$ cat src/rtl/encoder_8_to_3_seq.sv
// Sequential 8-to-3 encoder: latches falling edges on active-low request lines
// and presents them as 3-bit codes in priority order over valid/ready.

module encoder_8_to_3_seq_lane (
  input  logic clk,
  input  logic rst,
  input  logic armed,
  input  logic enable,
  input  logic req_n,
  input  logic ack,
  output logic pend,
  output logic pend_nxt,
  output logic lost
);
  logic req_d;
  logic fall;

  // req_d tracks the line even while gated so re-enabling never fakes an edge
  assign fall     = armed & ~enable & req_d & ~req_n;
  assign pend_nxt = (pend & ~ack) | fall;
  assign lost     = fall & pend & ~ack;

  always_ff @(posedge clk or posedge rst) begin
    if (rst) begin
      req_d <= 1'b1;
      pend  <= 1'b0;
    end else begin
      req_d <= req_n;
      pend  <= pend_nxt;
    end
  end
endmodule

module encoder_8_to_3_seq #(
  parameter bit HIGH_FIRST = 1'b1
) (
  input  logic       clk,
  input  logic       rst,
  input  logic       enable,
  input  logic [7:0] in,
  output logic [2:0] out,
  output logic       valid,
  input  logic       ready,
  output logic       multi,
  output logic       overrun
);
  localparam int NUM_LANES = 8;

  typedef enum logic {IDLE, PRESENT} state_t;

  state_t                 state, state_nxt;
  logic [2:0]             out_nxt;
  logic                   armed;
  logic                   hs;
  logic [NUM_LANES-1:0]   ack_mask, pending, pending_nxt, lost;

  function automatic logic [2:0] encode(input logic [NUM_LANES-1:0] v);
    encode = '0;
    for (int i = 0; i < NUM_LANES; i++) begin
      if (HIGH_FIRST) begin
        if (v[i]) encode = 3'(i);
      end else begin
        if (v[NUM_LANES-1-i]) encode = 3'(NUM_LANES-1-i);
      end
    end
  endfunction

  assign valid    = (state == PRESENT);
  assign hs       = valid & ready;
  assign ack_mask = hs ? (8'(1) << out) : '0;
  assign multi    = (pending & (pending - 8'd1)) != '0;

  for (genvar g = 0; g < NUM_LANES; g++) begin : g_lane
    encoder_8_to_3_seq_lane u_lane (
      .clk      (clk),
      .rst      (rst),
      .armed    (armed),
      .enable   (enable),
      .req_n    (in[g]),
      .ack      (ack_mask[g]),
      .pend     (pending[g]),
      .pend_nxt (pending_nxt[g]),
      .lost     (lost[g])
    );
  end

  always_ff @(posedge clk or posedge rst) begin
    if (rst) begin
      armed   <= 1'b0;
      overrun <= 1'b0;
      state   <= IDLE;
      out     <= '0;
    end else begin
      armed   <= 1'b1;
      overrun <= overrun | (|lost);
      state   <= state_nxt;
      out     <= out_nxt;
    end
  end

  // A presented code is held until accepted, even if higher priority arrives
  always_comb begin
    state_nxt = state;
    out_nxt   = out;
    case (state)
      IDLE: if (pending != '0) begin
        state_nxt = PRESENT;
        out_nxt   = encode(pending);
      end
      PRESENT: if (hs) begin
        if (pending_nxt != '0) out_nxt = encode(pending_nxt);
        else                   state_nxt = IDLE;
      end
      default: state_nxt = IDLE;
    endcase
  end
endmodule

$ cat config.mk
export PLATFORM = sky130hd
export DESIGN_NAME = encoder_8_to_3_seq
export DESIGN_NICKNAME = d
export VERILOG_FILES = /design/src/rtl/encoder_8_to_3_seq.sv
export SDC_FILE = /design/constraint.sdc
export NUM_CORES = 1
export LEC_CHECK = 0
export CAP_MARGIN = 40
export CELL_PAD_IN_SITES_DETAIL_PLACEMENT = 0
export CELL_PAD_IN_SITES_GLOBAL_PLACEMENT = 1
export CORE_ASPECT_RATIO = 1.75
export CORE_MARGIN = 2
export CORE_UTILIZATION = 40
export CTS_CLUSTER_SIZE = 10
export DETAILED_ROUTE_END_ITERATION = 8
export GPL_TIMING_DRIVEN = 1
export PLACE_DENSITY_LB_ADDON = 0.1
export SLEW_MARGIN = 0
export SYNTH_ARGS = -nofsm -noshare
export SYNTH_HDL_FRONTEND = slang
export SYNTH_HIERARCHICAL = 1
export SYNTH_SLANG_ARGS = --single-unit
$ cat constraint.sdc
create_clock -name clk -period 4.2 [get_ports clk]
set_input_delay 0.84 -clock clk [delete_from_list [all_inputs] [get_ports clk]]
set_output_delay 0.84 -clock clk [all_outputs]
set_load 0.05 [all_outputs]
---- Word level (Yosys, flattened, before mapping) ----
Cells that the tools add are included.
Widths: inputs -> output; s select.
cells by class
  add/sub/neg operators ................... 1
  equality and inequality tests ........... 3
  shift operators ......................... 1
  multiplexer cells ....................... 23
  bitwise logic cells ..................... 70
  reduce and logical (&&, ||, !) cells .... 5
operator list
  cell                 count
  $mux 3               15
  $and 1x1->1          42
  $reduce_bool 8->1    3
  $not 1->1            18
  $or 1x1->1           9
  $and 8x8->8          1
  $mux 8               1
  $reduce_or 8->1      1
  $shl 1x3->8 const A  1
  $sub 8x1->8 const B  1
  $pmux 3 s2           1
  $mux 1               5
  $ne 2x1->1 const B   2
  $reduce_and 3->1     1
  $ne 2x2->1 const B   1
  $pmux 1 s2           1
storage, ports and cells
  register bits ........................... 22
  bits of input ports ..................... 12
  output and inout bits ................... 6
  logic and storage cells ................. 123

---- Longest topological paths before layout ----
Gate-level depths: netlist of run 1.
  depth after elaboration ................. 15
  gate-level depth with buffers ........... 10
  depth with buffers taken out ............ 9

---- Cells and area by module ----
Netlist of run 1, hierarchy kept.
modules (own cells, without submodules)
  module                   times used  cells an instance  area each (µm²)  sequential area each (µm²)
  encoder_8_to_3_seq_lane  8           7                  80.1             51.3
  encoder_8_to_3_seq       1           66                 519.2            150.1

---- Worst setup path after synthesis of run 1 ----
OpenSTA, ideal clock, no wires.
  kind .................................... register -> output
  start point ............................. register g_lane[2].u_lane.pend
  end point ............................... output port multi
  arrival time ............................ 1569 ps
  required time ........................... 3360 ps
  path slack .............................. 1791 ps
  cell stages (with the launch flop) ...... 6
  buffers on the path ..................... 0
  path through ............................ dfrtp_1 nor3_2 nand2b_1 maj3_2 nor3_1 o22ai_1
between the ends
  word-level cells in the longest chain between the ends .. 3
RTL lines
  element                 RTL line  RTL
  from (decl)             11        output logic pend,
  from (signal assigned)  29        pend <= pend_nxt;
  $sub 8x1->8             71        assign multi = (pending & (pending - 8'd1)) != '0;
  $and 8x8->8 (*)         71
  $reduce_bool 8->1 (*)   71
  to (decl)               44        output logic multi,
Mark *: on every way between the ends. The rest lies on a longest branch, timed or not.

---- Worst setup path after layout of run 1 ----
Same ends and word-level chain as after synthesis.

==> flow_summary.yaml, run 1 <==
run_status:
  status: "finished clean"
floorplan:
  dieHeight_um: 75.24
  start_util_pct: 42.62
  core-area_mm2: 0.002721
  io_pins: 18
  die_w_um: 44.71
  num_rows: 25
  die_area_mm2: 0.003363
global_routing:
  grt_pass1_wl_um: 4333
  grt_pass1_vias: 972
  grt.total_usage_pct: 18.31
  grt_max_degree: 13
  antenna_found_initial: 0
  overflow: 0
timing:
  finalHoldViolations: 0
  timing.final.crit_share_pct: 75.82
  rsz0062_at_grt: "false"
  fin_crit_ps: 3184
  drv_slew: 0
  setup_violations: 0
  clock.fmax_mhz: 314.0
  slew_headroom_pct: 66.46
  worst_pin_slew_ps: 501.6
  fin_tns_setup_ps: 0
  fin_skew_ps: 1.498
power:
  leakagePower_nw: 0.6065
  vdd_drop_max_uv: 316.8
  power_switching_share_pct: 41.77
  pwr-share-seq_pct: 41.4
  power_frac_clock_pct: 18.5
  switchingPower_mw: 0.3477
  comb_power_share_pct: 40.1
  power.density_mw_per_mm2: 591.4
  p_int_mw: 0.4847
placed_design:
  gp_congestion: 0.9657
  portBuffers: 17
  dp_hpwl_um: 2251
  dp.cells: 165
  dpl_cell_area_mm2: 0.001353
setup_path:
  cp_max_fo: 5
  worstSetupPathType: "flip-flop to primary output"
  cp.required_ps: 3360
  cp-start-kind: "flip-flop"
  arrival_ps: 2340
  reg2reg_depth: 9
  end_kind: "primary output"
synthesis:
  syn_avg_cell_area_um2: 9.507
  synth_cell_types: 31
  synth-seq-cells: 22
  seq_area_frac_synth_pct: 48.33
  yosys_warnings: 6
  syn-num-nets: 134
  mappedNetlistArea_mm2: 0.001160
  syn_inst: 122
clock_network:
  cts_inserted_buffers: 3
  postCtsResizedCells: 0
  cts_tree: "yes"
  cts_hold_buffers: 0
  clock_latency_ps: 260
  post-cts-setup-buffers: 0
  htree_levels: 1
  clockRootBuffer: "clkbuf_8"
  path_clk_slew_ps: 80
  cts_max_path_buffers: 2
  cts_sinks: 22
finish:
  nets: 155
  drive_gt1_share_pct: 14.08
  stdcell_count: 169
  fin_area_mm2: 0.001408
  area_growth_pct: 21.36
  antennaDiodeCount: 0
  fin_util_pct: 51.72
min_path:
  hold_depth: 2
  hold_path_class: "flip-flop to flip-flop"
job:
  max_cap_viol_count: 0
route:
  drc: 0
  finalWirelength_um: 2643
  routed_via_density: 5.438
  drtIter0Drc: 26
  route.vias.total: 919
  drt_pre_antenna_iters: 4
  ant_nets: 0
  wl_per_cell_um: 15.64
==> layout make-up <==
class	instances	area [µm²]
clock buffers	4	55.05
fillers	276	1314
inverters	12	45.04
multi-input cells	87	543.0
flip-flops and latches	22	560.5
well taps	27	33.78
repair buffers	17	170.2
==> stage by stage <==
step	worst slack (ps)	hold slack, ps	power (mW)
after floorplan	1791	534.3	0.5661
after global placement	1126	456.1	0.6816
after detailed placement	1112	457.5	0.6833
after CTS	987.1	474.8	0.8385
after global routing	794.2	496.6	0.8877
final	1016	470.2	0.8324
==> cell usage in the layout (no fill, tap or decap), types with 4 or more instances in the layout <==
cell,netlist,routed
nand2_1,11,11
nand4bb_1,8,8
clkdlybuf4s50_1,0,17
clkbuf_8,0,4
nand2b_1,12,12
nor3_1,5,5
dfrtp_1,14,14
dfstp_2,8,8
inv_1,12,12
nor2_1,22,22
==> cell families (layout without fill, tap and decap cells) <==
kind of cell / count (synthesis) / count (layout) / share of synthesized area [%]
AOI/OAI and AO/OA: 10 / 10 / 5.826
adders and majority gates: 2 / 2 / 1.834
buffers and inverters: 13 / 33 / 4.854
DFF: 22 / 22 / 48.33
muxes: 3 / 3 / 3.020
other: 1 / 1 / 0.3233
and+or+nand+nor: 71 / 71 / 35.81
==> worst max-delay path: stages, from the launching register on <==
cell and delay [ps]:
dfrtp_1 440, nor3_2 220, nand2b_1 140, maj3_2 320, nor3_1 140, o22ai_1 90, clkdlybuf4s50_1 720
==> cell usage after synthesis <==
library cell	instances	area, µm²
nor2_1	22	82.58
dfrtp_1	14	350.3
inv_1	12	45.04
nand2b_1	12	75.07
nand2_1	11	41.29
dfstp_2	8	210.2
nand4bb_1	8	90.09
nor3_1	5	25.02
nand3_1	3	15.01
o21ai_0	3	15.01
mux2i_1	2	20.02
nor2b_1	2	12.51
nor3_2	2	20.02
a2111oi_0	1	8.760
a21oi_1	1	5.000
a21oi_2	1	8.760
a31oi_1	1	6.260
a32oi_1	1	8.760
and4_4	1	11.26
buf_6	1	11.26
conb_1	1	3.750
maj3_1	1	10.01
maj3_2	1	11.26
mux2_4	1	15.01
nand2b_4	1	13.76
nand3b_1	1	7.510
nand4b_1	1	8.760
nor2_2	1	6.260
nor4_1	1	6.260
o22ai_1	1	6.260
o41ai_1	1	8.760
==> final timing paths <==
kind | startpoint | slack [ps] | end
setup reg to reg | valid | 1910 | out[1]
max in group asynchronous | rst | 2940 | out[0]
hold reg to reg | overrun | 470 | overrun
hold / removal | overrun | 470 | overrun
setup / recovery | g_lane[2].u_lane/pend | 1020 | multi
min in group asynchronous | rst | 940 | g_lane[4].u_lane/pend
==> power groups by stage <==
stage	registers [mW]	clock network (mW)	logic (mW)
after global placement	0.347	0	0.334
after floorplan	0.377	0	0.189
after CTS	0.345	0.157	0.336
final	0.344	0.154	0.334
after global routing	0.355	0.163	0.369
after detailed placement	0.349	0	0.334
==> sequential cells by signal (all words and copies together) (netlist names) <==
signal	flops
armed	1
g_lane.u_lane/req_d	8
g_lane.u_lane/pend	8
valid	1
overrun	1
out	3
==> per-layer routing <==
| layer | track usage (%) | share of wire [%] | vias up |
|---|---|---|---|
| met4 | 14.48 | 5.3 | 0 |
| li1 | - | - | 454 |
| met3 | 1.918 | 2.4 | 12 |
| met1 | 17.63 | 36 | 426 |
| met2 | 33.66 | 56 | 27 |
| met5 | 0 | 0 | - |
No activity file was read; power rests on OpenSTA's default activity.
==> run 2, diff against run 1 <==
CORE_UTILIZATION = 36   (was 40)
clock period = 2.55 ns   (was 4.2 ns; I/O delays follow)
==> run 2 against run 1 <==
Against the previous run:
- largest cell class unchanged
- via count increased by 4.5%
- largest power group is now combinational logic
- first-iteration DRC count decreased by 42%
- critical path depth increased by 4
- clock skew increased by 1.2 ps
- count of clock-buffer cells in the layout decreased by 1
- wire length increased by 2.2%
==> flow_summary.yaml, run 2 (synthesis results as in run 1) <==
run_status:
  status: "finished clean"
route:
  route.vias.total: 960
  drt_pre_antenna_iters: 4
  drtIter0Drc: 15
  finalWirelength_um: 2702
  drc: 0
  ant_nets: 0
  wl_per_cell_um: 13.79
  routed_via_density: 4.898
global_routing:
  grt_max_degree: 12
  grt_pass1_wl_um: 4519
  antenna_found_initial: 0
  grt_pass1_vias: 1026
  overflow: 0
  grt.total_usage_pct: 17.25
power:
  power.density_mw_per_mm2: 968.1
  p_int_mw: 0.8679
  total_power_mw: 1.454
  switchingPower_mw: 0.5857
  leakagePower_nw: 0.6570
  pwr-share-seq_pct: 39.6
  power_frac_clock_pct: 14.5
  power_switching_share_pct: 40.29
  vdd_drop_max_uv: 392.6
  comb_power_share_pct: 45.9
timing:
  setup_violations: 0
  finalHoldViolations: 0
  clock.fmax_mhz: 416.2
  worst_pin_slew_ps: 503.4
  rsz0062_at_grt: "false"
  fin_skew_ps: 2.704
  drv_slew: 0
  timing.final.crit_share_pct: 94.22
  slew_headroom_pct: 66.33
  fin_crit_ps: 2403
floorplan:
  start_util_pct: 37.32
  core-area_mm2: 0.003108
  die_w_um: 46.91
  num_rows: 27
  io_pins: 18
  dieHeight_um: 79.09
  die_area_mm2: 0.003709
placed_design:
  dpl_cell_area_mm2: 0.001460
  gp_congestion: 0.8274
  dp_hpwl_um: 2314
  portBuffers: 17
job:
  max_cap_viol_count: 0
finish:
  top_regs: "g_lane.u_lane/pend (8), g_lane.u_lane/req_d (8), out (3)"
  nets: 167
  fillCellCount: 332
  fin_area_mm2: 0.001501
  multi_input_area_um2: 543.0
  drive_gt1_share_pct: 20.92
  area_growth_pct: 29.45
  mostFrequentLayoutCell: "nor2_1"
  regArea_um2: 560.5
  final_cell_mix: "nor2_1, clkdlybuf4s50_1, dfrtp_1"
  antennaDiodeCount: 0
clock_network:
  cts_tree: "yes"
  clock_latency_ps: 260
  path_clk_slew_ps: 70
  postCtsResizedCells: 0
  cts_inserted_buffers: 3
  post-cts-setup-buffers: 0
  cts_sinks: 22
  cts_max_path_buffers: 2
  cts_hold_buffers: 0
  htree_levels: 1
  clockRootBuffer: "clkbuf_8"
setup_path:
  end_kind: "flip-flop"
  worstSetupPathType: "primary input to flip-flop"
  cp_max_fo: 4
  crit_path_start: "ready"
  cp.required_ps: 2700
  cp-start-kind: "primary input"
  rrSetupSlack_ps: 320
  regToRegStartpoint: "valid"
  arrival_ps: 2550
min_path:
  worstHoldStart: "overrun"
  hold_path_class: "flip-flop to flip-flop"
## run 2: final timing paths
| check | to | depth (start not counted) |
|---|---|---|
| worst min register to register | overrun | 2 |
| worst min-delay path | overrun | 2 |
| min in group asynchronous | g_lane[1].u_lane/pend | 2 |
| worst max register to register | out[1] | 9 |
| worst max-delay path | out[1] | 10 |
| max in group asynchronous | out[0] | 2 |
## run 2: critical path: stages
cell and delay [ps]:
clkdlybuf4s50_1 520, nand3_1 170, nor2_1 170, nand2b_1 150
nand2_1 70, nor2_1 210, and4_4 260, nand2b_4 120
a21oi_2 60, mux2_4 310
## run 2: through the flow
step | setup slack, ps | hold WS, ps | std cells | utilization [%] | setup TNS, ps
after floorplan | 314.0 | 250.5 | 122 | - | 0
after global placement | -137.5 | 471.3 | 193 | 46.98 | -360.4
after detailed placement | -104.9 | 462.3 | 193 | 46.98 | -274.2
after CTS | 171.6 | 484.2 | 196 | 48.31 | 0
after global routing | 67.35 | 515.1 | 196 | 48.31 | 0
final | 147.3 | 480.1 | 196 | 48.31 | 0
## run 2: area by class of cell
cell class,count,area share (%)
clock buffers,3,2.750
inverters,12,3.000
multi-input cells,87,36.17
flip-flops and latches,22,37.33
well taps,43,3.583
repair buffers,29,17.17
## run 2: routing by layer
metal / track usage, % / share of wire, % / vias up
met5: 0 / 0 / -
met2: 30.14 / 56 / 22
met4: 9.722 / 3.8 / 0
met1: 18.60 / 37 / 456
met3: 2.045 / 3.0 / 7
li1: - / - / 475
## run 2: power groups by stage
stage | Clock (mW) | Combinational [mW] | Sequential, mW
after CTS | 0.221 | 0.676 | 0.576
final | 0.211 | 0.667 | 0.575
after global placement | 0 | 0.674 | 0.577
after detailed placement | 0 | 0.672 | 0.583
after global routing | 0.238 | 0.736 | 0.590
after floorplan | 0 | 0.312 | 0.621
==> run 3, diff against run 2 <==
clock period = 2.2 ns   (was 2.55 ns; I/O delays follow)
==> run 3 against run 2 <==
Against the previous run:
- global-route usage up 1.2 points
- worst setup slack lost 130 ps
- highest routed layer unchanged
- via count increased by 0.83%
- count of clock-buffer cells in the layout unchanged
- critical endpoint is now multi
- non-clock buffer count is 8 higher
- wire length up 5.8%
- critical path depth down 4
- worst hold slack gained 8.4 ps
- clock power is 76% higher
- cell area rose by 7.4%
- utilization is 3.6 points higher
==> flow_summary.yaml, run 3 (synthesis results as in run 1) <==
power:
  vdd_drop_max_uv: 552.4
  power.density_mw_per_mm2: 1176
  leakagePower_nw: 0.7177
  total_power_mw: 1.897
global_routing:
  grt_pass1_vias: 1018
  antenna_found_initial: 0
  overflow: 0
  grt_pass1_wl_um: 4774
  grt_max_degree: 14
  grt.total_usage_pct: 18.45
finish:
  fin_area_mm2: 0.001613
  area_growth_pct: 39.05
  multi_input_area_um2: 563.0
  top_regs: "g_lane.u_lane/pend (8), g_lane.u_lane/req_d (8), out (3)"
  fillCellCount: 322
  drive_gt1_share_pct: 28.40
  final_cell_mix: "nor2_1, buf_4, clkdlybuf4s50_1"
  stdcell_count: 205
  antennaDiodeCount: 0
  regArea_um2: 563.0
  nets: 175
timing:
  fin_skew_ps: 8.438
  finalHoldViolations: 0
  whs_ps: 488.5
  worst_slack_ps: 17.81
  fin_crit_ps: 2182
  setup_violations: 0
  slew_headroom_pct: 67.42
  clock.fmax_mhz: 458.3
  worst_pin_slew_ps: 482.4
  rsz0062_at_grt: "true"
  drv_slew: 0
  timing.final.crit_share_pct: 99.19
clock_network:
  clock_latency_ps: 260
  cts_tree: "yes"
  cts_inserted_buffers: 3
  htree_levels: 1
  cts_max_path_buffers: 2
  clockRootBuffer: "clkbuf_8"
  path_clk_slew_ps: 80
  cts_sinks: 22
floorplan:
  start_util_pct: 37.32
  num_rows: 27
  die_w_um: 46.91
  die_area_mm2: 0.003709
  core-area_mm2: 0.003108
  dieHeight_um: 79.09
  io_pins: 18
placed_design:
  dp_hpwl_um: 2354
  dp.cells: 197
  gp_congestion: 0.8389
  post-place-ws_ps: -406.1
  portBuffers: 17
  dpl_cell_area_mm2: 0.001491
route:
  route.vias.total: 968
  drtIter0Drc: 12
  wl_per_cell_um: 13.95
  finalWirelength_um: 2860
  ant_nets: 0
  drc: 0
  routed_via_density: 4.722
  drt_pre_antenna_iters: 4
setup_path:
  cp-start-kind: "flip-flop"
  regToRegStartpoint: "out[1]"
  cp_max_fo: 3
  arrival_ps: 1740
  crit_path_start: "g_lane[3].u_lane/pend"
  cp.required_ps: 1760
  end_kind: "primary output"
  worstSetupPathType: "flip-flop to primary output"
job:
  max_cap_viol_count: 0
min_path:
  hold_path_class: "flip-flop to flip-flop"
  worstHoldStart: "overrun"
run_status:
  status: "finished clean"
run 3: changes by cell type in the layout (fill, tap and decap cells not counted), sizes merged:
| cell | change |
|---|---|
| clkdlybuf4s50 | -1 |
| bufinv | +1 |
| dlygate4sd2 | +1 |
| buf | +8 |
run 3: repair_timing:
action                     4_1_cts  5_1_grt
pin swaps                        2        1
setup endpoints to repair        4        1
hold buffers                     0        0
resized for setup                4        3
setup buffers                    4        0
run 3: area by class of cell:
class,count,share of cell area (%)
Tap cell,43,3.336
Inverter,12,2.793
Clock inverter,1,1.862
Multi-Input combinational cell,87,34.91
Timing Repair Buffer,37,19.63
Sequential cell,22,34.91
Clock buffer,3,2.560
run 3: routing by layer:
layer / share of wire (%) / global-route usage (%)
met1: 36 / 20.70
met2: 57 / 32.05
met4: 4.6 / 9.444
met5: 0 / 0
met3: 2.3 / 2.045
run 3: critical path: stages, from the launching register on:
cell and delay (ps):
dfrtp_2 450, nor3_4 200, nand2b_1 110, maj3_2 320
nor3_2 100, o22ai_1 90, buf_4 200
run 3: report_power, final:
group          switching, mW  total (mW)  internal [mW]
Combinational          0.437       0.853          0.416
Sequential             0.157       0.672          0.515
Clock                  0.129       0.372          0.243
Total                  0.723        1.90           1.17
run 3: final timing paths:
path	end	slack, ps	depth (start not counted)
worst min-delay path	overrun	490	2
min in group asynchronous	g_lane[0].u_lane/pend	560	2
worst min register to register	overrun	490	2
worst max register to register	out[1]	230	9
max in group asynchronous	valid	1330	2
worst max-delay path	multi	20	6
run 3: per-stage QoR:
stage	TNS (ps)	util (%)
finish	0	51.89
global route	-73.52	51.89
CTS	0	51.49
detailed placement	-1189	47.99
global placement	-1151	47.99
floorplan	0	-
